<file path="src/rtl/pic_int_ctrl.sv">
// Programmable interrupt controller: mask, edge/level capture, fixed priority,
// intr/inta handshake with the CPU and a small word-addressed register port.
module pic_int_ctrl #(
  parameter int NSRC = 8,
  parameter int IDW  = 5
) (
  input  logic            clk,
  input  logic            clrn,
  input  logic [NSRC-1:0] src,
  output logic            intr,
  input  logic            inta,
  input  logic [2:0]      addr,
  input  logic            we,
  input  logic [31:0]     wdata,
  output logic [31:0]     rdata
);

  typedef enum logic [1:0] {
    IDLE = 2'd0,
    REQ  = 2'd1,
    HOLD = 2'd2
  } state_t;

  function automatic logic [NSRC-1:0] low1(input logic [NSRC-1:0] v);
    return v & (~v + NSRC'(1'b1));
  endfunction

  function automatic logic [IDW-1:0] low_idx(input logic [NSRC-1:0] v);
    logic [IDW-1:0] idx;
    idx = {IDW{1'b0}};
    for (int i = NSRC - 1; i >= 0; i--) begin
      if (v[i]) idx = IDW'(i);
    end
    return idx;
  endfunction

  logic [NSRC-1:0] pend_q, pend_d, mask_q, mask_d, mode_q, mode_d;
  logic [NSRC-1:0] isr_q, isr_d, src_prev_q;
  logic            spur_q, spur_d, intr_q, intr_d;
  state_t          state_q, state_d;

  logic [NSRC-1:0] wbits, rise, pend_eff, cand, win1, set_b, clr_b, swi_b, w1c_b;
  logic [NSRC-1:0] isr_eoi, fsm_pend, fsm_cand;
  logic            ack, eligible;
  logic            wr_pend, wr_mask, wr_mode, wr_vec, wr_eoi, wr_swi;

  assign wbits = NSRC'(wdata);
  assign intr  = intr_q;

  // Next-state computation for pending, mask, mode, ISR, spurious flag and FSM.
  always_comb begin
    wr_pend  = we && (addr == 3'd0);
    wr_mask  = we && (addr == 3'd1);
    wr_mode  = we && (addr == 3'd2);
    wr_vec   = we && (addr == 3'd4);
    wr_eoi   = we && (addr == 3'd5);
    wr_swi   = we && (addr == 3'd6);
    swi_b    = wr_swi ? wbits : {NSRC{1'b0}};
    w1c_b    = wr_pend ? wbits : {NSRC{1'b0}};
    rise     = src & ~src_prev_q;
    pend_eff = (pend_q & mode_q) | (src & ~mode_q);
    cand     = pend_eff & mask_q;
    win1     = low1(cand);
    ack      = (state_q == REQ) && inta && (cand != {NSRC{1'b0}});

    set_b  = (rise | swi_b) & mode_q;
    clr_b  = (w1c_b | (ack ? win1 : {NSRC{1'b0}})) & mode_q;
    pend_d = ((pend_q & ~clr_b) | set_b) & mode_q;
    mask_d = wr_mask ? wbits : mask_q;
    mode_d = wr_mode ? wbits : mode_q;

    // EOI retires the current level before an acknowledge adds a new one.
    isr_eoi = wr_eoi ? (isr_q & ~low1(isr_q)) : isr_q;
    isr_d   = ack ? (isr_eoi | win1) : isr_eoi;

    if (inta && !ack) begin
      spur_d = 1'b1;
    end else if (wr_vec && wdata[30]) begin
      spur_d = 1'b0;
    end else begin
      spur_d = spur_q;
    end

    // The FSM sees software effects this cycle; fresh src edges wait for capture.
    fsm_pend = (((pend_q & ~clr_b) | (pend_q & rise) | swi_b) & mode_q) | (src & ~mode_q);
    fsm_cand = fsm_pend & mask_d;
    eligible = (fsm_cand != {NSRC{1'b0}}) &&
               ((isr_d == {NSRC{1'b0}}) || (low1(fsm_cand) < low1(isr_d)));

    state_d = state_q;
    case (state_q)
      IDLE: begin
        if (eligible) state_d = REQ;
        else          state_d = IDLE;
      end
      REQ: begin
        if (ack)            state_d = HOLD;
        else if (!eligible) state_d = IDLE;
        else                state_d = REQ;
      end
      HOLD:    state_d = IDLE;
      default: state_d = IDLE;
    endcase
    intr_d = (state_d == REQ);
  end

  // State registers.
  always_ff @(posedge clk or negedge clrn) begin
    if (!clrn) begin
      pend_q     <= {NSRC{1'b0}};
      mask_q     <= {NSRC{1'b0}};
      mode_q     <= {NSRC{1'b0}};
      isr_q      <= {NSRC{1'b0}};
      src_prev_q <= {NSRC{1'b0}};
      spur_q     <= 1'b0;
      intr_q     <= 1'b0;
      state_q    <= IDLE;
    end else begin
      pend_q     <= pend_d;
      mask_q     <= mask_d;
      mode_q     <= mode_d;
      isr_q      <= isr_d;
      src_prev_q <= src;
      spur_q     <= spur_d;
      intr_q     <= intr_d;
      state_q    <= state_d;
    end
  end

  // Register read mux.
  always_comb begin
    case (addr)
      3'd0:    rdata = 32'(pend_eff);
      3'd1:    rdata = 32'(mask_q);
      3'd2:    rdata = 32'(mode_q);
      3'd3:    rdata = 32'(isr_q);
      3'd4:    rdata = {(isr_q != {NSRC{1'b0}}), spur_q, 30'(low_idx(isr_q))};
      default: rdata = 32'h0000_0000;
    endcase
  end

endmodule

</file>
<file path="config.mk">
export PLATFORM = sky130hd
export DESIGN_NAME = pic_int_ctrl
export DESIGN_NICKNAME = d
export VERILOG_FILES = /design/src/rtl/pic_int_ctrl.sv
export SDC_FILE = /design/constraint.sdc
export NUM_CORES = 1
export LEC_CHECK = 0
export ABC_AREA = 1
export ABC_CLOCK_PERIOD_IN_PS = 3000
export CORE_MARGIN = 1.5
export CORE_UTILIZATION = 43
export CTS_CLUSTER_SIZE = 12
export DETAILED_ROUTE_END_ITERATION = 6
export PLACE_DENSITY = 0.71
export REMOVE_ABC_BUFFERS = 1
export SETUP_SLACK_MARGIN = 0.1
export SLEW_MARGIN = 20
export SYNTH_ARGS = -nofsm -noshare
export SYNTH_HDL_FRONTEND = slang
export SYNTH_SLANG_ARGS = --single-unit
</file>
<file path="constraint.sdc">
create_clock -name clk -period 3 [get_ports clk]
set_clock_uncertainty 0.05 [all_clocks]
set_input_delay 0.3 -clock clk [delete_from_list [all_inputs] [get_ports clk]]
set_output_delay 0.3 -clock clk [all_outputs]
set_load 0.05 [all_outputs]
</file>
# Word level (Yosys, flattened, before mapping)
# Cells that the tools add are included.
# word_totals
regBits	44
wordCells	93
# op_classes
magnitude_cmp	1
muxes	20
n_bitwise	32
n_reduce_logical	20
n_addsub	4
eq_ne	8
# op_table
operator	count
$pmux 32 s5	1
$and 8x8->8	16
$not 8->8	8
$or 8x8->8	8
$mux 8	6
$mux 5	7
$add 8x1->8 const B	4
$reduce_bool 8->1	3
$logic_and 1x1->1	11
$eq 3x3->1 const B	3
$logic_not 8->1	1
$lt 8x8->1	1
$eq 3x2->1 const B	2
$eq 2x1->1 const B	2
$pmux 2 s2	1
$eq 3x1->1 const B	1
$logic_not 3->1	1
$mux 1	3
$mux 3	1
$logic_not 2->1	1
$mux 2	1
$reduce_bool 2->1	1
$logic_not 1->1	1
$logic_or 1x1->1	1

# Depth between registers and ports, before layout
# Gate-level depths: netlist (run 1).
# depth
word_depth	27
mapped_depth	25
mapped_depth_nobuf	25

# Worst setup path after synthesis (run 1)
# No wires, ideal clock.
# synth_timing
path_type	reg-to-reg
start	register mode_q[7]
end	register intr_q, in the netlist intr
setup_ps	77
path_stages_with_launch	24
slack_ps	323
path_buffers	0
period_less_slack_ps	2677
arrival_ps	2550
path_cell_list	dfrtp_1 > inv_2 > nand2_1 > nand3_1 > nand2_2 > nor2_4 > nand2_4 > nand2_4 > inv_6 > nand2_4 > inv_2 > nor2_4 > inv_2 > nor3_4 > nor3b_4 > nand2_1 > nor2_2 > nand2_1 > ha_1 > nand2_1 > nor2_1 > a211oi_1 > nand2_1 > a21oi_1
# synth_between
elab_cells_between_ends	37
# synth_lines
item	line	text
from (decl)	37	logic [NSRC-1:0] pend_q, pend_d, mask_q, mask_d, mode_q, mode_d;
from (signal assigned)	112	mode_q <= {NSRC{1'b0}};
from (signal assigned)	121	mode_q <= mode_d;
$not 8->8	61	pend_eff = (pend_q & mode_q) | (src & ~mode_q);
$and 8x8->8	61	
$or 8x8->8 *	61	
$and 8x8->8 *	62	cand = pend_eff & mask_q;
$reduce_bool 8->1 *	64	ack = (state_q == REQ) && inta && (cand != {NSRC{1'b0}});
$logic_and 1x1->1 *	64	
$mux 2 *	97	if (ack) state_d = HOLD;
$pmux 2 s2 *	91	case (state_q)
via state_d[1]	40	state_t state_q, state_d;
$eq 2x1->1 *	104	intr_d = (state_d == REQ);
via intr_d	39	logic spur_q, spur_d, intr_q, intr_d;
to (signal assigned)	125	intr_q <= intr_d;
to (decl)	39	
# The timed path passes the listed nets; every way through them passes the cells marked *.
# A chain may end at the register's enable or synchronous reset.

# Worst setup path after layout (run 1)
# layout_timing
start	register mode_q[2]
end	register intr_q, in the netlist intr
# The elaborated chain is that of the path after synthesis.

==> reports/qor.json, run 1 <==
{
  "run_status": {"value": "complete, but fails checks"},
  "violated_checks": {"value": "setup timing"},
  "setup_slack_after_layout": {"value": -3.240, "unit": "ps"},
  "rr_startpoint": {"value": "mode_q[2]$_DFFE_PN0P_"},
  "mappedNetlistArea": {"value": 3114, "unit": "µm²"},
  "tritoncts": {"value": "done"},
  "grt_start_max_net_pins": {"value": 45},
  "leakagePower": {"value": 2.298, "unit": "nW"},
  "dp.final_hpwl": {"value": 6.525, "unit": "mm"},
  "final_common_cell": {"value": "nand2_1"},
  "vias": {"value": 3291},
  "clkSinkCount": {"value": 44},
  "final.min_clock_period": {"value": 3003, "unit": "ps"},
  "hold_class": {"value": "input pin to flip-flop"},
  "worst_setup_hold_path_clk_slew": {"value": 90, "unit": "ps"},
  "placed_area": {"value": 3949, "unit": "µm²"},
  "postRouteAntennaNets": {"value": 0},
  "clk-insertion-delay-late": {"value": 310, "unit": "ps"},
  "p_per_area": {"value": 630.6, "unit": "nW/µm²"},
  "global_route.usage.total": {"value": 23.73, "unit": "%"},
  "gp_routability_congestion": {"value": 0.9760},
  "final.hold.worst_slack": {"value": 127.6, "unit": "ps"},
  "synth.yosys.warnings": {"value": 0},
  "timing.critical_path.from_type": {"value": "flip-flop"},
  "worst_pin_slew": {"value": 591.7, "unit": "ps"},
  "die_height": {"value": 88.10, "unit": "µm"},
  "top_library_cells_by_usage_in_the_layout_fill_and_taps_aside": {"value": "nand2_1 (96), buf_4 (88), inv_1 (49)"},
  "slew-limit-headroom": {"value": 60.55, "unit": "%"},
  "synth.ff_latch_count": {"value": 44},
  "cts_buffer_count": {"value": 5},
  "startpoint_of_the_lowest_slack_hold_path": {"value": "src[6]"},
  "yosysUniqueCellTypes": {"value": 39},
  "initial_utilization": {"value": 45.09, "unit": "%"},
  "fmax": {"value": 333.0, "unit": "MHz"},
  "min_delay_path_depth": {"value": 1},
  "num-nets-final": {"value": 609},
  "initial_antenna_violation_count": {"value": 0},
  "drt_drc": {"value": 0},
  "crit_fanout": {"value": 4},
  "routed_via_density": {"value": 5.048},
  "vdd_ir_drop_max": {"value": 0.2657, "unit": "mV"},
  "critical_path_capture_point_type": {"value": "flip-flop"},
  "grt_pass1_wl": {"value": 14.03, "unit": "mm"},
  "floorplan_die_area": {"value": 7762, "unit": "µm²"},
  "io_pins": {"value": 80},
  "final-max-slew-violation-count": {"value": 0},
  "crit_required": {"value": 3190, "unit": "ps"},
  "synthArstFlopShare": {"value": 100.0, "unit": "%"},
  "hold_path_end": {"value": "src_prev_q[6]$_DFF_PN0_"},
  "post_synth_inst_count": {"value": 430},
  "finalSetupViolations": {"value": 1},
  "buffer_ports.inserted": {"value": 34},
  "drtIter0Drc": {"value": 330},
  "critPathKind": {"value": "flip-flop to flip-flop"},
  "area_growth": {"value": 43.15, "unit": "%"},
  "overflow": {"value": 0},
  "core_area": {"value": 6907, "unit": "µm²"},
  "synth_enable_flop_cells": {"value": 0},
  "rrSetupSlack": {"value": -3, "unit": "ps"},
  "stdcell_area": {"value": 4458, "unit": "µm²"},
  "die_w": {"value": 88.10, "unit": "µm"},
  "routed_wire_length_per_instance": {"value": 14.21, "unit": "µm"},
  "first_global_vias": {"value": 3091},
  "grt_setup_unrepaired": {"value": "true"},
  "utilization_of_the_core_after_routing": {"value": 64.55, "unit": "%"},
  "ant_cells": {"value": 0},
  "cap_viol_max_count": {"value": 0},
  "drive_above_1_share": {"value": 36.33, "unit": "%"},
  "clock_tree.htree_level_count": {"value": 2},
  "timing.rr.end": {"value": "intr$_DFF_PN0_"},
  "cts_root_buffer": {"value": "clkbuf_8"},
  "hold_violations": {"value": 0},
  "share_of_the_clock_period_used_by_the_worst_path": {"value": 100.1, "unit": "%"},
  "wl": {"value": 9.266, "unit": "mm"},
  "synth.avg_cell_area": {"value": 7.242, "unit": "µm²"},
  "synth_ff_type": {"value": "dfrtp_1"},
  "arrival_time_of_data_at_the_critical_path_endpoint": {"value": 3190, "unit": "ps"},
  "clock_path_buffers": {"value": 2},
  "dr.pass1.iters": {"value": 5},
  "r2r.worst_path.cells": {"value": 23},
  "synth_seq_area_share": {"value": 35.36, "unit": "%"},
  "floorplan.rows": {"value": 30}
}
## critical path: stages, from the launching register on
cell and delay, ps:
dfrtp_2 420, inv_2 50, nand2_2 90, nand2_4 70, nand2_4 70, nand2_4 60
nor2_4 120, nand2_4 70, nand2_4 80, inv_6 50, buf_6 110, nand3_4 60
buf_4 110, o21ai_1 110, nor3b_4 230, nand2_1 100, nor2_2 120, nand2_1 70
ha_1 320, nand2_1 100, nor2_2 40, a211oi_2 180, nand2_1 90, a21oi_1 140
## worst max path at each step
stage	endpoint	depth (start not counted)	slack (ps)	from
final	intr$_DFF_PN0_	23	-3	mode_q[2]$_DFFE_PN0P_
after global routing	state_q[0]$_DFF_PN0_	23	-210	mode_q[1]$_DFFE_PN0P_
after CTS	intr$_DFF_PN0_	25	100	mode_q[2]$_DFFE_PN0P_
after detailed placement	intr$_DFF_PN0_	24	-290	src[0]
after global placement	state_q[0]$_DFF_PN0_	21	-240	src[0]
after floorplan	intr$_DFF_PN0_	23	320	mode_q[7]$_DFFE_PN0P_
## flip-flops by register name, indices dropped and copies added (netlist names)
name / count
intr: 1
isr_q: 8
mask_q: 8
mode_q: 8
pend_q: 8
spur_q: 1
src_prev_q: 8
state_q: 2
## synth_stat cells, types with 2 or more instances
library cell  instances  area [µm²]
a21oi_1              11       55.05
o31ai_1               2       15.01
inv_2                12       45.04
o21bai_1              5       37.54
inv_1                52       195.2
nor2_2                3       18.77
a221oi_1              2       17.52
a31oi_1               3       18.77
nand2_2              18       112.6
dfrtp_1              44        1101
nor2_4                5       56.30
o21ai_0              30       150.1
nand2_4               8       90.09
nand4_1               6       37.54
nand2_1             112       420.4
nand3_1              12       60.06
o2111ai_1             4       35.03
nor3_1                3       15.01
o22ai_1               3       18.77
nor2_1               41       153.9
buf_4                22       165.2
clkbuf_1              2       7.510
or2_2                 3       18.77
o21ai_1               6       30.03
ha_1                  7       87.58
## timing repair
item	CTS	global route
endpoints found under the hold margin	0	18
buffers inserted	10	18
setup endpoints to repair	2	2
pin swaps	8	34
hold buffers	0	1
gates resized for setup	24	42
## logic make-up after synthesis
logic type,after synthesis,synth area share (%)
adder cells (fa/ha/maj),7,2.812
other,1,0.1204
AND/OR/NAND/NOR,217,34.15
flip-flops,44,35.36
buffers and inverters,89,13.54
AO/OA/AOI/OAI,72,14.02
## metrics by stage
stage                     TNS [ps]  worst slack [ps]  power, mW  std cells
after floorplan                  0             323.0      1.687        427
after global placement      -485.1            -242.6      2.146        615
after detailed placement    -577.7            -292.7      2.183        615
after CTS                        0             99.24      2.665        633
after global routing        -399.3            -206.9      3.006        652
final                       -3.240            -3.240      2.811        652
## cell type report
cell class / instances / area [µm²]
clock buffer: 6 / 82.58
clock inverter: 2 / 15.01
inverter: 65 / 249.0
timing repair buffer: 121 / 1049
fill: 618 / 2449
sequential: 44 / 1102
tap: 96 / 120.1
multi-input combinational: 318 / 1841
## report_power, final
| group | internal, mW | leakage, nW | switching [mW] |
|---|---|---|---|
| clock network | 0.187 | 0.0434 | 0.222 |
| registers | 0.718 | 0.543 | 0.129 |
| logic | 0.675 | 1.71 | 0.881 |
## layer usage
layer | vias to the layer above | wire, µm | GRT usage (%)
li1 | 1588 | - | -
met1 | 1554 | 3837 | 28.81
met2 | 126 | 4749 | 43.16
met3 | 23 | 462 | 3.864
met4 | 0 | 217 | 6.818
met5 | - | 0 | 0
No activity file was read; power rests on OpenSTA's default activity.
==> inputs of run 2 (changes only) <==
- CTS_CLUSTER_SIZE: 12 -> unset
==> results of run 2 <==
No change in the layout: final DEF, timing and power equal those of run 1.
